`config.mk`:
```
export PLATFORM = sky130hd
export DESIGN_NAME = dsm_interp
export DESIGN_NICKNAME = d
export VERILOG_FILES = /design/src/rtl/dsm_pkg.sv /design/src/rtl/dsm_hold_reg.sv /design/src/rtl/dsm_interp.sv
export SDC_FILE = /design/constraint.sdc
export NUM_CORES = 1
export LEC_CHECK = 0
export CAP_MARGIN = 10
export CORE_UTILIZATION = 35
export CTS_CLUSTER_SIZE = 28
export DETAILED_ROUTE_END_ITERATION = 12
export DONT_BUFFER_PORTS = 1
export SETUP_SLACK_MARGIN = 0.5
export SYNTH_ARGS = -nofsm -noshare
export SYNTH_HDL_FRONTEND = slang
export SYNTH_SLANG_ARGS = --single-unit
export TNS_END_PERCENT = 5
```
`constraint.sdc`:
```
create_clock -name clock -period 4.83 [get_ports clock]
set_input_delay 0.966 -clock clock [delete_from_list [all_inputs] [get_ports clock]]
set_output_delay 0.966 -clock clock [all_outputs]
set_load 0.02 [all_outputs]
```
`src/rtl/dsm_pkg.sv`:
```
// Shared constants, state type and PCM-to-modulator conversion for the DSM front end.
package dsm_pkg;

  localparam int VIN_W = 20;
  localparam int PCM_W = 16;

  // Modulator input format: bit 15 is 1 V, bits [14:0] are fraction.
  localparam logic signed [VIN_W-1:0] VIN_FS          = 20'sh08000;
  localparam logic signed [VIN_W-1:0] VIN_FS_HALF     = 20'sh04000;
  localparam logic signed [VIN_W-1:0] VIN_FS_HALF_NEG = 20'shFC000;

  typedef enum logic {
    IDLE = 1'b0,
    RUN  = 1'b1
  } state_e;

  function automatic logic signed [VIN_W-1:0] pcm_to_vin(
    input logic [PCM_W-1:0] pcm,
    input int unsigned      gain_shift
  );
    logic signed [VIN_W-1:0] ext;
    ext = $signed({{(VIN_W-PCM_W){pcm[PCM_W-1]}}, pcm});
    return ext >>> gain_shift;
  endfunction

endpackage

```
`src/rtl/dsm_hold_reg.sv`:
```
// One-entry sample holding register; converts PCM to the modulator format on capture.
module dsm_hold_reg
  import dsm_pkg::*;
#(
  parameter int GAIN_SHIFT = 1
) (
  input  logic             clock,
  input  logic             reset,
  input  logic [PCM_W-1:0] s_data,
  input  logic             s_valid,
  output logic             s_ready,
  input  logic             consume,
  output logic [VIN_W-1:0] hold_data,
  output logic             hold_valid
);

  logic [VIN_W-1:0] data_q;
  logic             valid_q;

  assign s_ready    = ~valid_q & ~reset;
  assign hold_data  = data_q;
  assign hold_valid = valid_q;

  // Capture on handshake, release when the interpolator consumes the entry.
  always_ff @(posedge clock) begin
    if (reset) begin
      data_q  <= '0;
      valid_q <= 1'b0;
    end else if (s_valid && s_ready) begin
      data_q  <= pcm_to_vin(s_data, GAIN_SHIFT);
      valid_q <= 1'b1;
    end else if (consume) begin
      valid_q <= 1'b0;
    end
  end

endmodule

```
`src/rtl/dsm_interp.sv`:
```
// Linear interpolator feeding DSM_top.vin: ramps between successive PCM samples over
// 2^LOG2_OSR clocks and counts source underruns.
module dsm_interp
  import dsm_pkg::*;
#(
  parameter int LOG2_OSR   = 6,
  parameter int GAIN_SHIFT = 1
) (
  input  logic             clock,
  input  logic             reset,
  input  logic [PCM_W-1:0] s_data,
  input  logic             s_valid,
  output logic             s_ready,
  output logic [VIN_W-1:0] vin,
  output logic             period_start,
  output logic             underrun,
  output logic [15:0]      underrun_count
);

  localparam int ACC_W = VIN_W + LOG2_OSR;
  localparam int OSR   = 1 << LOG2_OSR;
  localparam logic [LOG2_OSR-1:0] PH_LAST = LOG2_OSR'(OSR - 1);

  logic [VIN_W-1:0]        hold_data;
  logic                    hold_valid;
  logic                    consume;

  state_e                  state_q, state_d;
  logic signed [VIN_W-1:0] prev_q, prev_d;
  logic signed [VIN_W-1:0] target_q, target_d;
  logic signed [ACC_W-1:0] acc_q, acc_d;
  logic [LOG2_OSR-1:0]     phase_q, phase_d;
  logic [15:0]             ucnt_q, ucnt_d;
  logic                    und_q, und_d;
  logic                    ps_q, ps_d;
  logic [VIN_W-1:0]        vin_q, vin_d;
  logic signed [VIN_W:0]   delta_s;

  dsm_hold_reg #(
    .GAIN_SHIFT(GAIN_SHIFT)
  ) u_hold (
    .clock     (clock),
    .reset     (reset),
    .s_data    (s_data),
    .s_valid   (s_valid),
    .s_ready   (s_ready),
    .consume   (consume),
    .hold_data (hold_data),
    .hold_valid(hold_valid)
  );

  assign delta_s = $signed({target_q[VIN_W-1], target_q}) - $signed({prev_q[VIN_W-1], prev_q});

  // Next-state: sequencing, accumulator update, period boundary handling.
  always_comb begin
    state_d  = state_q;
    prev_d   = prev_q;
    target_d = target_q;
    acc_d    = acc_q;
    phase_d  = phase_q;
    ucnt_d   = ucnt_q;
    und_d    = 1'b0;
    consume  = 1'b0;
    case (state_q)
      IDLE: begin
        acc_d   = '0;
        phase_d = '0;
        if (hold_valid) begin
          consume  = 1'b1;
          state_d  = RUN;
          prev_d   = '0;
          target_d = $signed(hold_data);
        end else begin
          prev_d   = '0;
          target_d = '0;
        end
      end
      RUN: begin
        if (phase_q == PH_LAST) begin
          // Reload acc from target so every period starts exactly on the sample.
          prev_d  = target_q;
          acc_d   = ACC_W'(target_q) <<< LOG2_OSR;
          phase_d = '0;
          if (hold_valid) begin
            consume  = 1'b1;
            target_d = $signed(hold_data);
          end else begin
            und_d = 1'b1;
            if (ucnt_q != 16'hFFFF) begin
              ucnt_d = ucnt_q + 16'd1;
            end else begin
              ucnt_d = ucnt_q;
            end
          end
        end else begin
          acc_d   = acc_q + ACC_W'(delta_s);
          phase_d = phase_q + LOG2_OSR'(1);
        end
      end
      default: state_d = IDLE;
    endcase
    ps_d  = (state_d == RUN) && (phase_d == '0);
    vin_d = VIN_W'(acc_d >>> LOG2_OSR);
  end

  // State and registered outputs.
  always_ff @(posedge clock) begin
    if (reset) begin
      state_q  <= IDLE;
      prev_q   <= '0;
      target_q <= '0;
      acc_q    <= '0;
      phase_q  <= '0;
      ucnt_q   <= 16'd0;
      und_q    <= 1'b0;
      ps_q     <= 1'b0;
      vin_q    <= '0;
    end else begin
      state_q  <= state_d;
      prev_q   <= prev_d;
      target_q <= target_d;
      acc_q    <= acc_d;
      phase_q  <= phase_d;
      ucnt_q   <= ucnt_d;
      und_q    <= und_d;
      ps_q     <= ps_d;
      vin_q    <= vin_d;
    end
  end

  assign vin            = vin_q;
  assign period_start   = ps_q;
  assign underrun       = und_q;
  assign underrun_count = ucnt_q;

endmodule
```
# Word-level counts from Yosys, hierarchy flattened
# Cells that the tools add are included.
# Widths: inputs -> output; s select.
[word_totals] regBits=127 out_inout_bits=39 word_cells=48
[op_classes] reduce_logical=7 n_addsub=4 n_eq_ne=4 bitwise=5 muxes=17
[ops] cell="$mux 20" n=4
[ops] cell="$pmux 20 s2" n=2
[ops] cell="$pmux 26 s2" n=1
[ops] cell="$add 26x21->26" n=1
[ops] cell="$mux 26" n=1
[ops] cell="$sub 20x20->21" n=1
[ops] cell="$add 16x1->16 const B" n=1
[ops] cell="$ne 16x16->1 const B" n=1
[ops] cell="$pmux 6 s2" n=1
[ops] cell="$add 6x1->6 const B" n=1
[ops] cell="$eq 6x6->1 const B" n=1
[ops] cell="$logic_not 6->1" n=1
[ops] cell="$mux 1" n=6
[ops] cell="$mux 6" n=1
[ops] cell="$ne 2x1->1 const B" n=2
[ops] cell="$not 1->1" n=4
[ops] cell="$reduce_and 4->1" n=1
[ops] cell="$reduce_or 3->1" n=1
[ops] cell="$logic_and 1x1->1" n=2
[ops] cell="$pmux 1 s2" n=1
[ops] cell="$reduce_and 2->1" n=1
[ops] cell="$reduce_bool 2->1" n=1
[ops] cell="$and 1x1->1" n=1

# Logic depth before layout (Yosys ltp)
# Gate-level depths: netlist of the first run.
[logic_depth] word_depth=5 depth_mapped=13 ltp_nobuf=13

# Modules after synthesis
# Synthesis of the first run repeated with hierarchy kept, for this count alone.
[hier_totals] hier_cells=744 area_unflattened_um2=6274.8
[by_module_without_submodules] mod="dsm_interp" instances=1 cells_per_inst=668 area_each_um2=5467.7
[by_module_without_submodules] mod="dsm_hold_reg" instances=1 cells_per_inst=76 area_each_um2=807.0

# Worst setup path after synthesis of the first run
# No wires, ideal clock.
[synth_timing] path_kind="reg-to-reg" from="register prev_q[18]" to="register acc_q[22]" path_buffers=1 arrival_ps=2624 setup_time_ps=129 slack_ps=2078 required_ps=4701 path_stages_with_launch=12 path_cell_list="dfxtp_1 > fa_1 > inv_1 > ha_1 > clkbuf_1 > a21oi_1 > o21ai_0 > a211oi_1 > or3_1 > o211ai_1 > xnor2_1 > o21ai_0"
[synth_between] elab_chain_len=4
[synth_lines] item="start: declaration" line_no="dsm_interp.sv:29" text="logic signed [VIN_W-1:0] prev_q, prev_d;"
[synth_lines] item="start signal: assignment" line_no="dsm_interp.sv:120" text="prev_q <= prev_d;"
[synth_lines] item="$sub 20x20->21" line_no="dsm_interp.sv:52" text="assign delta_s = $signed({target_q[VIN_W-1], target_q}) - $signed({prev_q[VIN_W-1], prev_q});"
[synth_lines] item="$add 26x21->26" line_no="dsm_interp.sv:96" text="acc_d = acc_q + ACC_W'(delta_s);"
[synth_lines] item="$mux 26" line_no="dsm_interp.sv:79" text="if (phase_q == PH_LAST) begin"
[synth_lines] item="$pmux 26 s2" line_no="dsm_interp.sv:64" text="case (state_q)"
[synth_lines] item="end signal: assignment" line_no="dsm_interp.sv:112" text="acc_q <= '0;"
[synth_lines] item="end signal: assignment" line_no="dsm_interp.sv:122" text="acc_q <= acc_d;"
[synth_lines] item="end: declaration" line_no="dsm_interp.sv:31" text="logic signed [ACC_W-1:0] acc_q, acc_d;"
# No other way between the ends.
# A chain may end at the register's enable or synchronous reset.

# Final worst setup path of the first run
[layout_timing] from="register prev_q[18]" to="register acc_q[25]"
# The elaborated chain is that of the path after synthesis.

==> results of run 1 <==
==> synth_stat cells (all sizes together), types with 14 or more instances <==
master | n | share of area (%)
dfxtp | 97 | 35
xor2 | 24 | 3.8
nand3 | 14 | 1.8
ha | 29 | 6.5
inv | 92 | 6.2
o21ai | 63 | 5.7
xnor2 | 19 | 3.0
a21oi | 29 | 2.6
nor2 | 42 | 2.8
clkbuf | 14 | 0.97
buf | 27 | 3.7
fa | 25 | 9.0
nand2b | 17 | 1.9
nand2 | 96 | 6.5
==> flip-flops by register name, summed over array words and instances (netlist names) <==
signal             flops
underrun               1
state_q                1
target_q              15
acc_q                 26
prev_q                15
u_hold.hold_valid      1
u_hold.hold_data      15
underrun_count        16
phase_q                6
period_start           1
==> layer usage <==
metal	share of wire, %	global-route usage [%]
met1	47	19.2
met2	46	23.7
met3	6.6	4.84
met4	1.4	5.54
met5	0	0
==> metrics by stage <==
stage | worst slack [ns] | power (mW)
floorplan | 2.08 | 1.82
global placement | 1.76 | 1.96
detailed placement | 1.65 | 1.98
CTS | 1.64 | 2.69
global route | 1.33 | 2.87
finish | 1.68 | 2.67
==> where the power goes <==
group          switching (mW)  internal, mW  total (mW)
clock network           0.323         0.369       0.692
logic                   0.608         0.456        1.06
registers              0.0672         0.845       0.912
==> area by class of cell <==
class | count | area [µm²] | share of cell area [%]
sequential | 97 | 1940 | 33.0
clock inverter | 6 | 50.0 | 0.850
tap | 211 | 264 | 4.48
inverter | 92 | 345 | 5.86
timing repair buffer | 2 | 18.8 | 0.319
multi-input combinational | 440 | 3030 | 51.4
clock buffer | 10 | 239 | 4.06
==> final timing paths <==
kind / startpoint / to / slack (ns) / cells past startpoint
max: prev_q[18] / acc_q[25] / 1.68 / 10
max reg2reg: prev_q[18] / acc_q[25] / 1.68 / 10
min: prev_q[0] / prev_q[0] / 0.46 / 2
min reg2reg: prev_q[0] / prev_q[0] / 0.46 / 2
==> cell families (layout without fill, tap and decap cells) <==
family | Yosys count | after routing | share of synthesized area [%]
AO/OA/AOI/OAI | 131 | 131 | 13.9
XOR/XNOR | 43 | 43 | 6.76
adder cells (fa/ha/maj) | 54 | 54 | 15.5
buffers and inverters | 133 | 110 | 10.8
flip-flops | 97 | 97 | 34.8
multiplexers | 1 | 1 | 0.180
AND/OR/NAND/NOR | 211 | 211 | 18.0
==> critical path: stages (launching register included) <==
cell	delay (ns)
sky130_fd_sc_hd__dfxtp_1	0.86
sky130_fd_sc_hd__fa_1	0.54
sky130_fd_sc_hd__inv_1	0.07
sky130_fd_sc_hd__ha_1	0.32
sky130_fd_sc_hd__a21oi_1	0.24
sky130_fd_sc_hd__o21ai_0	0.20
sky130_fd_sc_hd__a21oi_1	0.23
sky130_fd_sc_hd__o21ai_0	0.10
sky130_fd_sc_hd__a31oi_1	0.22
sky130_fd_sc_hd__xnor2_1	0.15
sky130_fd_sc_hd__o21ai_0	0.08
==> flow_summary.ini, run 1 <==
[floorplan]
die_area_um2 = 16400
floorplan.initialDensity_pct = 36.3
core_um2 = 15400
die_h_um = 128
placement_rows = 45
top_level_ports = 58
die-width_um = 128

[timing]
maxSlewViolCount = 0
timing.max_slew.rel_slack_pct = 33.0
post-route-period-util_pct = 65.3
final_hold_viols = 0
tightestPinTransition_ns = 1.01
fmax_mhz = 317
grt_setup_unrepaired = no
setup_total_negative_slack_ns = 0
holdWs_ns = 0.457
timing.final.crit_period_ns = 3.15
clock_skew_ns = 0.00812
report.final.setup_viol = 0

[pwr]
power_per_cell_area_nw_per_um2 = 453
ir_worst_vdd_mv = 0.210
p_leak_nw = 2.50

[clocking]
cts.root.buffer_cell = sky130_fd_sc_hd__clkbuf_16
clock_path_buffers = 2
cts-hold-fix-buffers = 0
cts_post_setup_buffers_inserted = 0
clkSinkCount = 97
clock_tree.htree_level_count = 3
clk-insertion-delay-late_ns = 0.35
ctsResizeCount = 0
clkSlewWorstSetupHoldPaths_ns = 0.07
tritoncts = built
cts_buffers = 9

[cells_and_area]
antenna_cells_inserted = 0
final_cell_count_no_fill = 858
mostFrequentLayoutCell = sky130_fd_sc_hd__dfxtp_1
area_growth_pct = 5.63
drive_above_1_share_pct = 4.64
fin_nets = 715
post-route-util_pct = 38.3
layout.filler_cells = 1551
most_used_cells_in_the_layout_excluding_fill_and_tap_cells = sky130_fd_sc_hd__dfxtp_1 (97), sky130_fd_sc_hd__nand2_1 (96), sky130_fd_sc_hd__inv_1 (92), sky130_fd_sc_hd__o21ai_0 (62), sky130_fd_sc_hd__nor2_1 (42)
layout.cell_area.non_filler_um2 = 5890

[logic_synthesis]
synth_async_sr_flop_share_pct = 0
synth-seq-area-share_pct = 34.8
postSynthAreaPerCell_um2 = 8.32
postSynthNetCount = 743
dominantRegCellSynth = sky130_fd_sc_hd__dfxtp_1
synthesis.instances = 670
ys_ff_latch = 97
post_synth_instance_area_um2 = 5570
synth_cell_types = 48
yosysWarnings = 0
synth_enable_flop_cells = 0

[outcome]
outcome = finished, final reports clean

[routing]
routed_wl_mm = 11.4
vias = 4123
drc = 0
drt-vias-per-instance = 4.81
wire_per_inst_um = 13.3
drt_pass1_iterations = 5
detailedRoute.firstIterationViolations = 256
route.antenna.remaining_nets = 0

[global_route]
antenna_found_initial = 0
grt_start_max_net_pins = 40
via_count_of_the_first_global_routing_pass = 4175
grt_util_all_layers_pct = 15.1
grt_overflow = 0
grt_first_pass_wirelength_mm = 19.5

[worst_setup_path]
worstPathRequired_ns = 5.04
critical_path.endpoint_type = flip-flop
worst-setup-path-type = flip-flop to flip-flop
critical_path_peak_fanout = 12
timing.critical_path.arrival_ns = 3.37
cp_startpoint_kind = flip-flop

[placement]
dp.final_hpwl_mm = 8.64
io_buffer_count = 0
gpl.final_weighted_congestion = 0.857
total_placed_cells_including_tap_cells = 841
placed_cell_area_um2 = 5590

[worst_hold_path]
worst_hold_path_type = flip-flop to flip-flop

[run]
maxCapViolations = 0
Note: power is estimated with default switching activity, not from simulation.
==> run 2, diff against run 1 <==
==> constraint.sdc (replaced) <==
create_clock -name clock -period 3.21 [get_ports clock]
set_input_delay 0.642 -clock clock [delete_from_list [all_inputs] [get_ports clock]]
set_output_delay 0.642 -clock clock [all_outputs]
set_load 0.02 [all_outputs]
==> run 2 against run 1 <==
Total power is 81% higher. Final cell count is 4.1% higher. Sequential power is 47% higher. Critical path depth is 1 higher. Clock skew is 0.0038 ns higher. Largest power group unchanged. Highest routed layer unchanged.
==> flow_summary.ini, run 2 (synthesized netlist as in run 1, its figures left out) <==
[worst_setup_path]
worst-setup-path-type = flip-flop to flip-flop
timing.critical_path.slowest_stage_cell = sky130_fd_sc_hd__fa_1
timing.critical_path.arrival_ns = 2.95
cp_startpoint_kind = flip-flop
cpPeakStageDelay_ns = 0.49
critical_path.endpoint_type = flip-flop
worstPathRequired_ns = 3.42
regToRegSetupSlack_ns = 0.47
critical_path_peak_fanout = 4
worstPathCellList = inv_1 -> fa_1 -> inv_1 -> ha_1 -> nor2b_4 -> o2111ai_2 -> a21boi_2 -> o21a_1 -> or2_2 -> xnor2_1 -> o21ai_0
cpMostUsedCell = sky130_fd_sc_hd__inv_1

[timing]
timing.final.crit_period_ns = 2.74
maxSlewViolCount = 0
holdWs_ns = 0.352
grt_setup_unrepaired = yes
post-route-period-util_pct = 85.4
report.final.setup_viol = 0
clock_skew_ns = 0.0120
timing.max_slew.rel_slack_pct = 60.4
fmax_mhz = 365
setup_total_negative_slack_ns = 0
tightestPinTransition_ns = 0.594
finalWorstSetupSlack_ns = 0.470
final_hold_viols = 0

[clocking]
tritoncts = built
cts-hold-fix-buffers = 0
clock_tree.htree_level_count = 3
clkSinkCount = 97
clock_path_buffers = 2
clk-insertion-delay-late_ns = 0.36
cts_buffers = 9
cts.root.buffer_cell = sky130_fd_sc_hd__clkbuf_16
clkSlewWorstSetupHoldPaths_ns = 0.07

[cells_and_area]
mostFrequentLayoutCell = sky130_fd_sc_hd__dfxtp_1
fin_nets = 750
antenna_cells_inserted = 0
most_used_cells_in_the_layout_excluding_fill_and_tap_cells = sky130_fd_sc_hd__dfxtp_1 (92), sky130_fd_sc_hd__nand2_1 (91), sky130_fd_sc_hd__inv_1 (86), sky130_fd_sc_hd__o21ai_0 (48), sky130_fd_sc_hd__nor2_1 (38)
final_cell_count_no_fill = 893
area_growth_pct = 19.5
largest_register_ff_count = 26
drive_above_1_share_pct = 20.2
max_flop_register = acc_q

[outcome]
outcome = finished, final reports clean

[pwr]
p_leak_nw = 2.76
power_per_cell_area_nw_per_um2 = 724
p_sw_mw = 1.84
p_seq_share_pct = 27.8
clkPwrFrac_pct = 23.5
ir_worst_vdd_mv = 0.320
power_switching_share_pct = 38.3
pwr-share-comb_pct = 48.7
total_internal_power_mw = 2.98

[routing]
wire_per_inst_um = 13.7
detailedRoute.firstIterationViolations = 243
vias = 4339
route.antenna.remaining_nets = 0
routed_wl_mm = 12.2
drt-vias-per-instance = 4.86
drt_pass1_iterations = 5
drc = 0

[floorplan]
top_level_ports = 58
die-width_um = 128
core_um2 = 15400
die_area_um2 = 16400
floorplan.initialDensity_pct = 36.3
placement_rows = 45
die_h_um = 128

[placement]
total_placed_cells_including_tap_cells = 860
io_buffer_count = 0
dp.final_hpwl_mm = 8.55
detailedPlace.worstSlack_ns = 0.226
gpl.final_weighted_congestion = 0.917

[worst_hold_path]
worst_hold_path_type = input pin to flip-flop

[global_route]
grt_first_pass_wirelength_mm = 20.3
groute.layer.met1.usage_pct = 20.0
grt_util_all_layers_pct = 15.5
gr-max-usage-layer = met2
groute.layer.met3.usage_pct = 4.01
via_count_of_the_first_global_routing_pass = 4325
grt_overflow = 0
antenna_found_initial = 0
grt_start_max_net_pins = 40
grt_use_met2_pct = 25.2

[run]
maxCapViolations = 0
==> run 2: power by group through the flow <==
stage	Clock, mW	Sequential, mW	Combinational, mW
final	1.13	1.34	2.35
after global routing	1.21	1.35	2.54
after CTS	1.16	1.34	1.99
after detailed placement	0	1.37	1.65
after global placement	0	1.37	1.62
after floorplan	0	1.33	1.42
==> run 2: cell type report <==
| cell class | count | area [µm²] |
|---|---|---|
| multi-input cells | 440 | 3480 |
| inverters | 92 | 349 |
| flip-flops and latches | 97 | 1950 |
| well taps | 211 | 264 |
| fillers | 1466 | 8710 |
| repair buffers | 37 | 302 |
| clock buffers | 9 | 225 |
| clock inverters | 7 | 83.8 |
==> run 2: path summary, 6_finish.rpt <==
path	start	to	depth (start not counted)
setup / recovery	target_q[2]	acc_q[16]	11
hold / removal	reset	underrun_count[7]	1
setup reg to reg	target_q[2]	acc_q[16]	11
hold reg to reg	prev_q[0]	prev_q[0]	2
==> run 2: timing repair <==
item | CTS | global route
pin swaps | 17 | 29
resized for setup | 57 | 52
buffers inserted | 10 | 7
setup endpoints to repair | 14 | 14
==> run 2: stage by stage <==
step                util, %  total power, mW  instance area [µm²]
floorplan                 -             2.75                 5580
global placement       37.3             2.99                 5740
detailed placement     37.3             3.02                 5740
CTS                    41.4             4.49                 6360
global route           43.3             5.10                 6660
finish                 43.3             4.82                 6660
==> run 2: worst max-delay path, delay by kind of cell, from the launching register on <==
family,cells,cell delay [ns]
compound gates,4,0.71
xor+xnor,1,0.16
fa+ha+maj,2,0.82
buf+inv,2,0.09
flops,1,0.34
simple gates,2,0.48
==> run 2: metal layers <==
layer	share of wire, %	vias to the layer above	routed length, µm
li1	-	2151	-
met1	46	2069	5630
met2	47	104	5710
met3	5.9	15	725
met4	1.5	0	183
met5	0	-	0
